## src/rtl/mem_arbiter.sv

```systemverilog
// ============================================================================
// Module   : mem_arbiter
// Brief    : IF/D arbiter onto one shared req/ack memory port (IDLE/ISSUE/RESP).
//            Optional IF starvation guard: define MEM_ARB_STARVE_GUARD_EN.
// Revision : 1.0 - initial release
// ============================================================================
`default_nettype none

module mem_arbiter #(
    parameter int TIMEOUT  = 64,
    parameter int MAX_WAIT = 4
) (
    input  logic        clk,
    input  logic        rst,
    input  logic        if_req,
    input  logic [31:0] if_addr,
    output logic [31:0] if_rdata,
    output logic        if_ready,
    input  logic        d_req,
    input  logic        d_we,
    input  logic [31:0] d_addr,
    input  logic [31:0] d_wdata,
    input  logic [3:0]  d_be,
    output logic [31:0] d_rdata,
    output logic        d_ready,
    output logic        mem_req,
    output logic        mem_we,
    output logic [31:0] mem_addr,
    output logic [31:0] mem_wdata,
    output logic [3:0]  mem_be,
    input  logic        mem_ack,
    input  logic [31:0] mem_rdata,
    output logic        busy,
    output logic        err
);

    localparam int               c_CNT_W    = $clog2(TIMEOUT) + 1;
    localparam logic [c_CNT_W-1:0] c_TMO_LAST = c_CNT_W'(TIMEOUT - 1);

    typedef enum logic [1:0] {
        ST_IDLE  = 2'd0,
        ST_ISSUE = 2'd1,
        ST_RESP  = 2'd2
    } state_t;

    state_t               r_state;
    state_t               w_next;
    logic                 r_owner_d;
    logic                 r_we;
    logic [31:0]          r_addr;
    logic [31:0]          r_wdata;
    logic [3:0]           r_be;
    logic [c_CNT_W-1:0]   r_tcnt;
    logic [31:0]          r_if_rdata;
    logic [31:0]          r_d_rdata;
    logic                 r_err;

    logic                 w_grant;
    logic                 w_grant_d;
    logic                 w_pick_d;
    logic                 w_issue;
    logic                 w_done;
    logic [31:0]          w_cap;

`ifdef MEM_ARB_STARVE_GUARD_EN
    logic [15:0]          r_starve;

    // IF wins over a pending D only once D has been granted MAX_WAIT times in a row
    assign w_pick_d = d_req && !(if_req && (r_starve == 16'(MAX_WAIT)));

    always_ff @(posedge clk) begin
        if (rst) begin
            r_starve <= '0;
        end else if (r_state == ST_IDLE) begin
            if (!if_req || (w_grant && !w_grant_d))
                r_starve <= '0;
            else if (w_grant_d)
                r_starve <= r_starve + 16'd1;
        end
    end
`else
    logic w_unused_max_wait;
    assign w_unused_max_wait = (MAX_WAIT != 0);
    assign w_pick_d          = d_req;
`endif

    always_comb begin
        w_next    = r_state;
        w_grant   = 1'b0;
        w_grant_d = 1'b0;
        case (r_state)
            ST_IDLE: begin
                if (w_pick_d) begin
                    w_grant   = 1'b1;
                    w_grant_d = 1'b1;
                    w_next    = ST_ISSUE;
                end else if (if_req) begin
                    w_grant = 1'b1;
                    w_next  = ST_ISSUE;
                end
            end
            ST_ISSUE: begin
                if (mem_ack || (r_tcnt == c_TMO_LAST))
                    w_next = ST_RESP;
            end
            ST_RESP:  w_next = ST_IDLE;
            default:  w_next = ST_IDLE;
        endcase
    end

    assign w_done = (r_state == ST_ISSUE) && (w_next == ST_RESP);
    // Stores and timeouts both return zero data
    assign w_cap  = (mem_ack && !r_we) ? mem_rdata : 32'd0;

    always_ff @(posedge clk) begin
        if (rst) begin
            r_state    <= ST_IDLE;
            r_owner_d  <= 1'b0;
            r_we       <= 1'b0;
            r_addr     <= '0;
            r_wdata    <= '0;
            r_be       <= '0;
            r_tcnt     <= '0;
            r_if_rdata <= '0;
            r_d_rdata  <= '0;
            r_err      <= 1'b0;
        end else begin
            r_state <= w_next;
            if (w_grant) begin
                r_owner_d <= w_grant_d;
                r_addr    <= w_grant_d ? d_addr : if_addr;
                r_we      <= w_grant_d & d_we;
                r_wdata   <= w_grant_d ? d_wdata : 32'd0;
                r_be      <= w_grant_d ? d_be : 4'd0;
            end
            if ((r_state == ST_ISSUE) && (w_next == ST_ISSUE))
                r_tcnt <= r_tcnt + 1'b1;
            else
                r_tcnt <= '0;
            if (w_done) begin
                if (r_owner_d)
                    r_d_rdata <= w_cap;
                else
                    r_if_rdata <= w_cap;
                if (!mem_ack)
                    r_err <= 1'b1;
            end
        end
    end

    assign w_issue   = (r_state == ST_ISSUE);
    assign busy      = (r_state != ST_IDLE);
    assign mem_req   = w_issue;
    assign mem_we    = w_issue & r_we;
    assign mem_addr  = w_issue ? r_addr  : 32'd0;
    assign mem_wdata = w_issue ? r_wdata : 32'd0;
    assign mem_be    = w_issue ? r_be    : 4'd0;
    assign if_ready  = (r_state == ST_RESP) && !r_owner_d;
    assign d_ready   = (r_state == ST_RESP) &&  r_owner_d;
    assign if_rdata  = r_if_rdata;
    assign d_rdata   = r_d_rdata;
    assign err       = r_err;

endmodule

`default_nettype wire

```

## config.mk

```make
export PLATFORM = sky130hd
export DESIGN_NAME = mem_arbiter
export DESIGN_NICKNAME = d
export VERILOG_FILES = /design/src/rtl/mem_arbiter.sv
export SDC_FILE = /design/constraint.sdc
export NUM_CORES = 1
export LEC_CHECK = 0
export ABC_AREA = 0
export CORE_AREA = 2 2 106 108
export DETAILED_ROUTE_END_ITERATION = 10
export DIE_AREA = 0 0 108 110
export DONT_BUFFER_PORTS = 1
export PLACE_DENSITY = 0.72
export SETUP_SLACK_MARGIN = 0.3
export SLEW_MARGIN = 20
export SYNTH_ARGS = -nofsm -noshare
export SYNTH_HDL_FRONTEND = slang
export SYNTH_SLANG_ARGS = --single-unit
```

## constraint.sdc

```tcl
create_clock -name clk -period 1.7 [get_ports clk]
set_input_delay 0.17 -clock clk [delete_from_list [all_inputs] [get_ports clk]]
set_output_delay 0.17 -clock clk [all_outputs]
set_load 0.02 [all_outputs]
```

; ---- Word-level counts from Yosys, hierarchy flattened
; Cells that the tools add are included.
[word_totals]
regBits = 144
latch_bits = 0
ramBits = 0
rom_bits = 0
input_bits = 138
out_inout_bits = 138
wordCells = 51
n_memories = 0
[classes]
n_addsub = 1
multipliers = 0
div = 0
order_cmp = 0
n_eq_ne = 5
shift = 0
n_mux = 16
bitwise_logic = 5
n_reduce_logical = 14
[op_table]
columns = operator, count
row1 = 2-to-1 mux 32 bit, 5
row2 = 2-to-1 mux 4 bit, 2
row3 = "adder 7 x 1 -> 7 bit, second input constant", 1
row4 = "equality test 7 x 6 -> 1 bit, second input constant", 1
row5 = 2-to-1 mux 2 bit, 3
row6 = AND reduction 2 bit, 3
row7 = logical AND 1 bit, 5
row8 = 2-to-1 mux 1 bit, 5
row9 = "equality test 2 x 1 -> 1 bit, second input constant", 2
row10 = "equality test 2 bit, second input constant", 2
row11 = case mux 2 bit (2 select lines), 1
row12 = inverter 1 bit, 3
row13 = AND 1 bit, 2
row14 = logical NOT 1 bit, 2
row15 = logical NOT 2 bit, 1
row16 = nonzero test 2 bit, 1
row17 = OR reduction 2 bit, 1
row18 = logical OR 1 bit, 1

; ---- Longest topological paths before layout
[logic_depth]
word_depth = 8
mapped_depth = 7
depth_no_buf = 5

; ---- Least setup slack after synthesis
; No wires, ideal clock.
[synth_timing]
path_type = register -> output
start = register r_state[0]
end = output mem_be[0]
arrival_ns = 1.353
required_ns = 1.530
path_slack_ns = 0.177
stages_incl_launch_ff = 5
n_path_buf = 2
cell_sequence = dfxtp_1 > nor2b_1 > buf_4 > clkbuf_1 > and2_1
[synth_via]
elab_chain_len = 2
[synth_rtl]
columns = element, line_no
row1 = from (decl), 46  ; state_t r_state;
row2 = from (signal assigned), 128  ; r_state <= w_next;
row3 = equality test 2 x 1 -> 1 bit, 151  ; assign w_issue = (r_state == ST_ISSUE);
row4 = net mem_req, 26  ; output logic mem_req,
row5 = 2-to-1 mux 4 bit, 157  ; assign mem_be = w_issue ? r_be : 4'd0;
row6 = to (decl), 30  ; output logic [3:0] mem_be,
; The timed path passes the listed nets, and every way through them passes these cells.

; ---- Final worst setup path
[layout_timing]
start = register r_state[0]
end = output mem_be[3]
[layout_via]
elab_chain_len = 2
[layout_rtl]
columns = element, line_no
row1 = equality test 2 x 1 -> 1 bit, 151
row2 = 2-to-1 mux 4 bit, 157
; Every way passes these cells.

==> reports/qor.yml <==
synth-xor-area-share_pct: 0.638
crit_family: "simple AND/OR/NAND/NOR gates"
num_antenna_cells: 0
h-tree-depth: 4
syn_area_um2: 5490
finalHoldViolations: 78
p_int_w: 0.00653
fmax_mhz: 568
syn_inst: 540
netlist.area_leader.share_pct: 52.5
numCtsBuffers: 17
wirelength_um: 18400
layout-drive-gt1-share_pct: 31.5
first_global_vias: 4589
ys.flop_type: "dfxtp_1"
yosysSeqAreaShare_pct: 52.5
synth-seq-cells: 144
antenna_found_initial: 0
swShare_pct: 27.1
setup_ws_ns: -0.0595
critPathRequiredTime_ns: 1.53
grt-ovfl-total: 0
cellLeakagePower_nw: 3.02
dp.cells: 647
status: "finished with violations"
grt_setup_unrepaired: "true"
ant_nets: 0
critPathKind: "reg -> out"
clock_tree.root_cell: "clkbuf_8"
critPathLaunchType: "flop"
yosys-top-cells-area: "dfxtp_1 52%, a22o_1 10%, and2_1 7.9%, mux2i_1 5.6%, nor2_1 5.4%"
critPathMaxFanout: 16
pre_cts_slack_ns: 0.150
worst_slew_pin_slew_ns: 0.402
start_util_pct: 51.4
dr.pass1.iters: 6
synth_top_family_by_area: "compound AO/OA/AOI/OAI gates"
max-cap-violations: 0
hold_slack_ns: -0.282
hp-start: "rst"
clk_pin_slew_ns: 0.06
setup_viol: 118
critPathBufInv: 2
synth-async-reset-ratio_pct: 0
post_drt_wl_per_cell_um: 24.6
netSwitchingPower_w: 0.00243
cp-end-kind: "output pin"
yosysWarningCount: 0
syn_nets: 679
place_congestion: 0.791
die_height_um: 110
num-fill-cells: 722
power.ir.vdd_worst_mv: 0.781
fin_worst_skew_ns: 0.00517
clkLatencyLatePin_ns: 0.52
slew_violations: 0
final_cells: 750
fin_crit_sh_pct: 104
max_stage_delay_ns: 0.35
drtIter0Drc: 469
p_clk_share_pct: 39.8
r2r-start: "r_state[0]"
pin_count: 276
grt_max_degree: 76
synth_mux_area_share_pct: 5.65
fp-row-count: 38
synth_edf_count: 0
path_cells: "nor2b_4 -> buf_12 -> buf_16 -> and2_4"
synth.distinct_cells: 35
die_w_um: 108
drc: 0
portBuffers: 0
nNetsFinal: 737
hold_buffers: 38
power_frac_seq_pct: 42.7
num_vias: 4654
place_hpwl_um: 9270
synth-compound-area-share_pct: 21.0
cts_buffer_depth: 2
crit_start: "r_state[0]"
coreArea_um2: 10700
avgSynthCellArea_um2: 10.2
areaGrowthSynthToFinish_pct: 38.6
dieArea_um2: 11900
min_path_type: "in -> reg"
tritoncts: "done"
crit_arrival_ns: 1.59
synth_most_common_cell: "dfxtp_1"
setup_tns_ns: -2.71
avgViaCountPerCell: 6.21
synth_common_cells: "144 x dfxtp_1, 79 x nor2_1, 69 x and2_1, 65 x a22o_1, 37 x a22oi_1"
critPathSlowestCell: "dfxtp_4"
synth_fa_ha_area_share_pct: 0.228
violations: "negative hold slack, negative setup slack"
p_per_area_nw_per_um2: 1180
finalCriticalPeriod_ns: 1.76
clock_sinks: 144
grtUsageTotal_pct: 27.8
relSlewSlack_pct: 73.1
comb_power_share_pct: 17.6
grt_pass1_wl_um: 25000
synth_simple_gate_area_share_pct: 15.8
synth_top_cell_by_area: "dfxtp_1"
-- placed cells by master, fill, tap and decap left out, types with 10 or more instances in the layout --
cell | netlist | routed
mux2i_1 | 31 | 29
and2_2 | 0 | 28
buf_12 | 0 | 13
a22oi_2 | 0 | 17
clkbuf_16 | 0 | 20
buf_6 | 0 | 10
and2_4 | 0 | 41
a211oi_1 | 31 | 29
nor2_1 | 79 | 75
a22oi_1 | 37 | 20
a22o_1 | 65 | 65
buf_4 | 7 | 11
dlygate4sd3_1 | 0 | 38
dfxtp_1 | 144 | 139
-- state kept, by name, indices dropped and copies added, names as in the netlist --
name	flops
d_rdata	32
err	1
if_rdata	32
r_addr	32
r_be	4
r_owner_d	1
r_state	2
r_tcnt	7
r_wdata	32
r_we	1
-- power groups by stage --
stage	combinational, W	sequential, W	clock (W)
floorplan	0.000770	0.00382	0
global route	0.00166	0.00384	0.00375
global placement	0.000896	0.00386	0
finish	0.00157	0.00382	0.00356
detailed placement	0.000924	0.00387	0
CTS	0.00141	0.00380	0.00355
-- what timing repair did --
action                                  in CTS  in global routing
pin swaps                                   38                 25
endpoints found under the setup margin     215                215
gates resized for setup                    139                 41
cloned                                      11                  6
hold endpoints to repair                   144                 78
buffers inserted                            16                  1
-- per-stage QoR --
step,power (W),util (%),area (um^2)
after global routing,0.00925,71.2,7610
after CTS,0.00877,69.2,7400
after global placement,0.00476,53.2,5690
final,0.00896,71.2,7610
after floorplan,0.00459,-,5510
after detailed placement,0.00479,53.2,5690
-- final timing paths --
path,endpoint,slack [ns],cells past startpoint
setup / recovery,mem_be[3],-0.06,4
hold / removal,r_wdata[27],-0.28,1
setup reg to reg,d_rdata[23],-0.05,9
hold reg to reg,r_be[0],0.50,2
-- logic make-up after synthesis --
kind of cell               Yosys count
DFF                                144
adders and majority gates            1
AOI/OAI and AO/OA                  142
and+or+nand+nor                    168
xor gates and xnor gates             4
muxes                               31
buffers and inverters               50
-- final cells by class --
type | instances | area (um^2) | area share [%]
timing repair buffer | 85 | 1200 | 15.7
sequential | 144 | 2890 | 38.0
multi-input combinational | 346 | 2770 | 36.4
clock buffer | 20 | 445 | 5.85
inverter | 4 | 15.0 | 0.197
clock inverter | 11 | 114 | 1.50
tap | 140 | 175 | 2.30
-- metal layers --
metal	track usage (%)	routed length, um
met5	0	0
met4	12.5	487
met3	10.6	2040
met2	48.8	9210
met1	29.8	6710
Power figures use the tool's default switching activity.
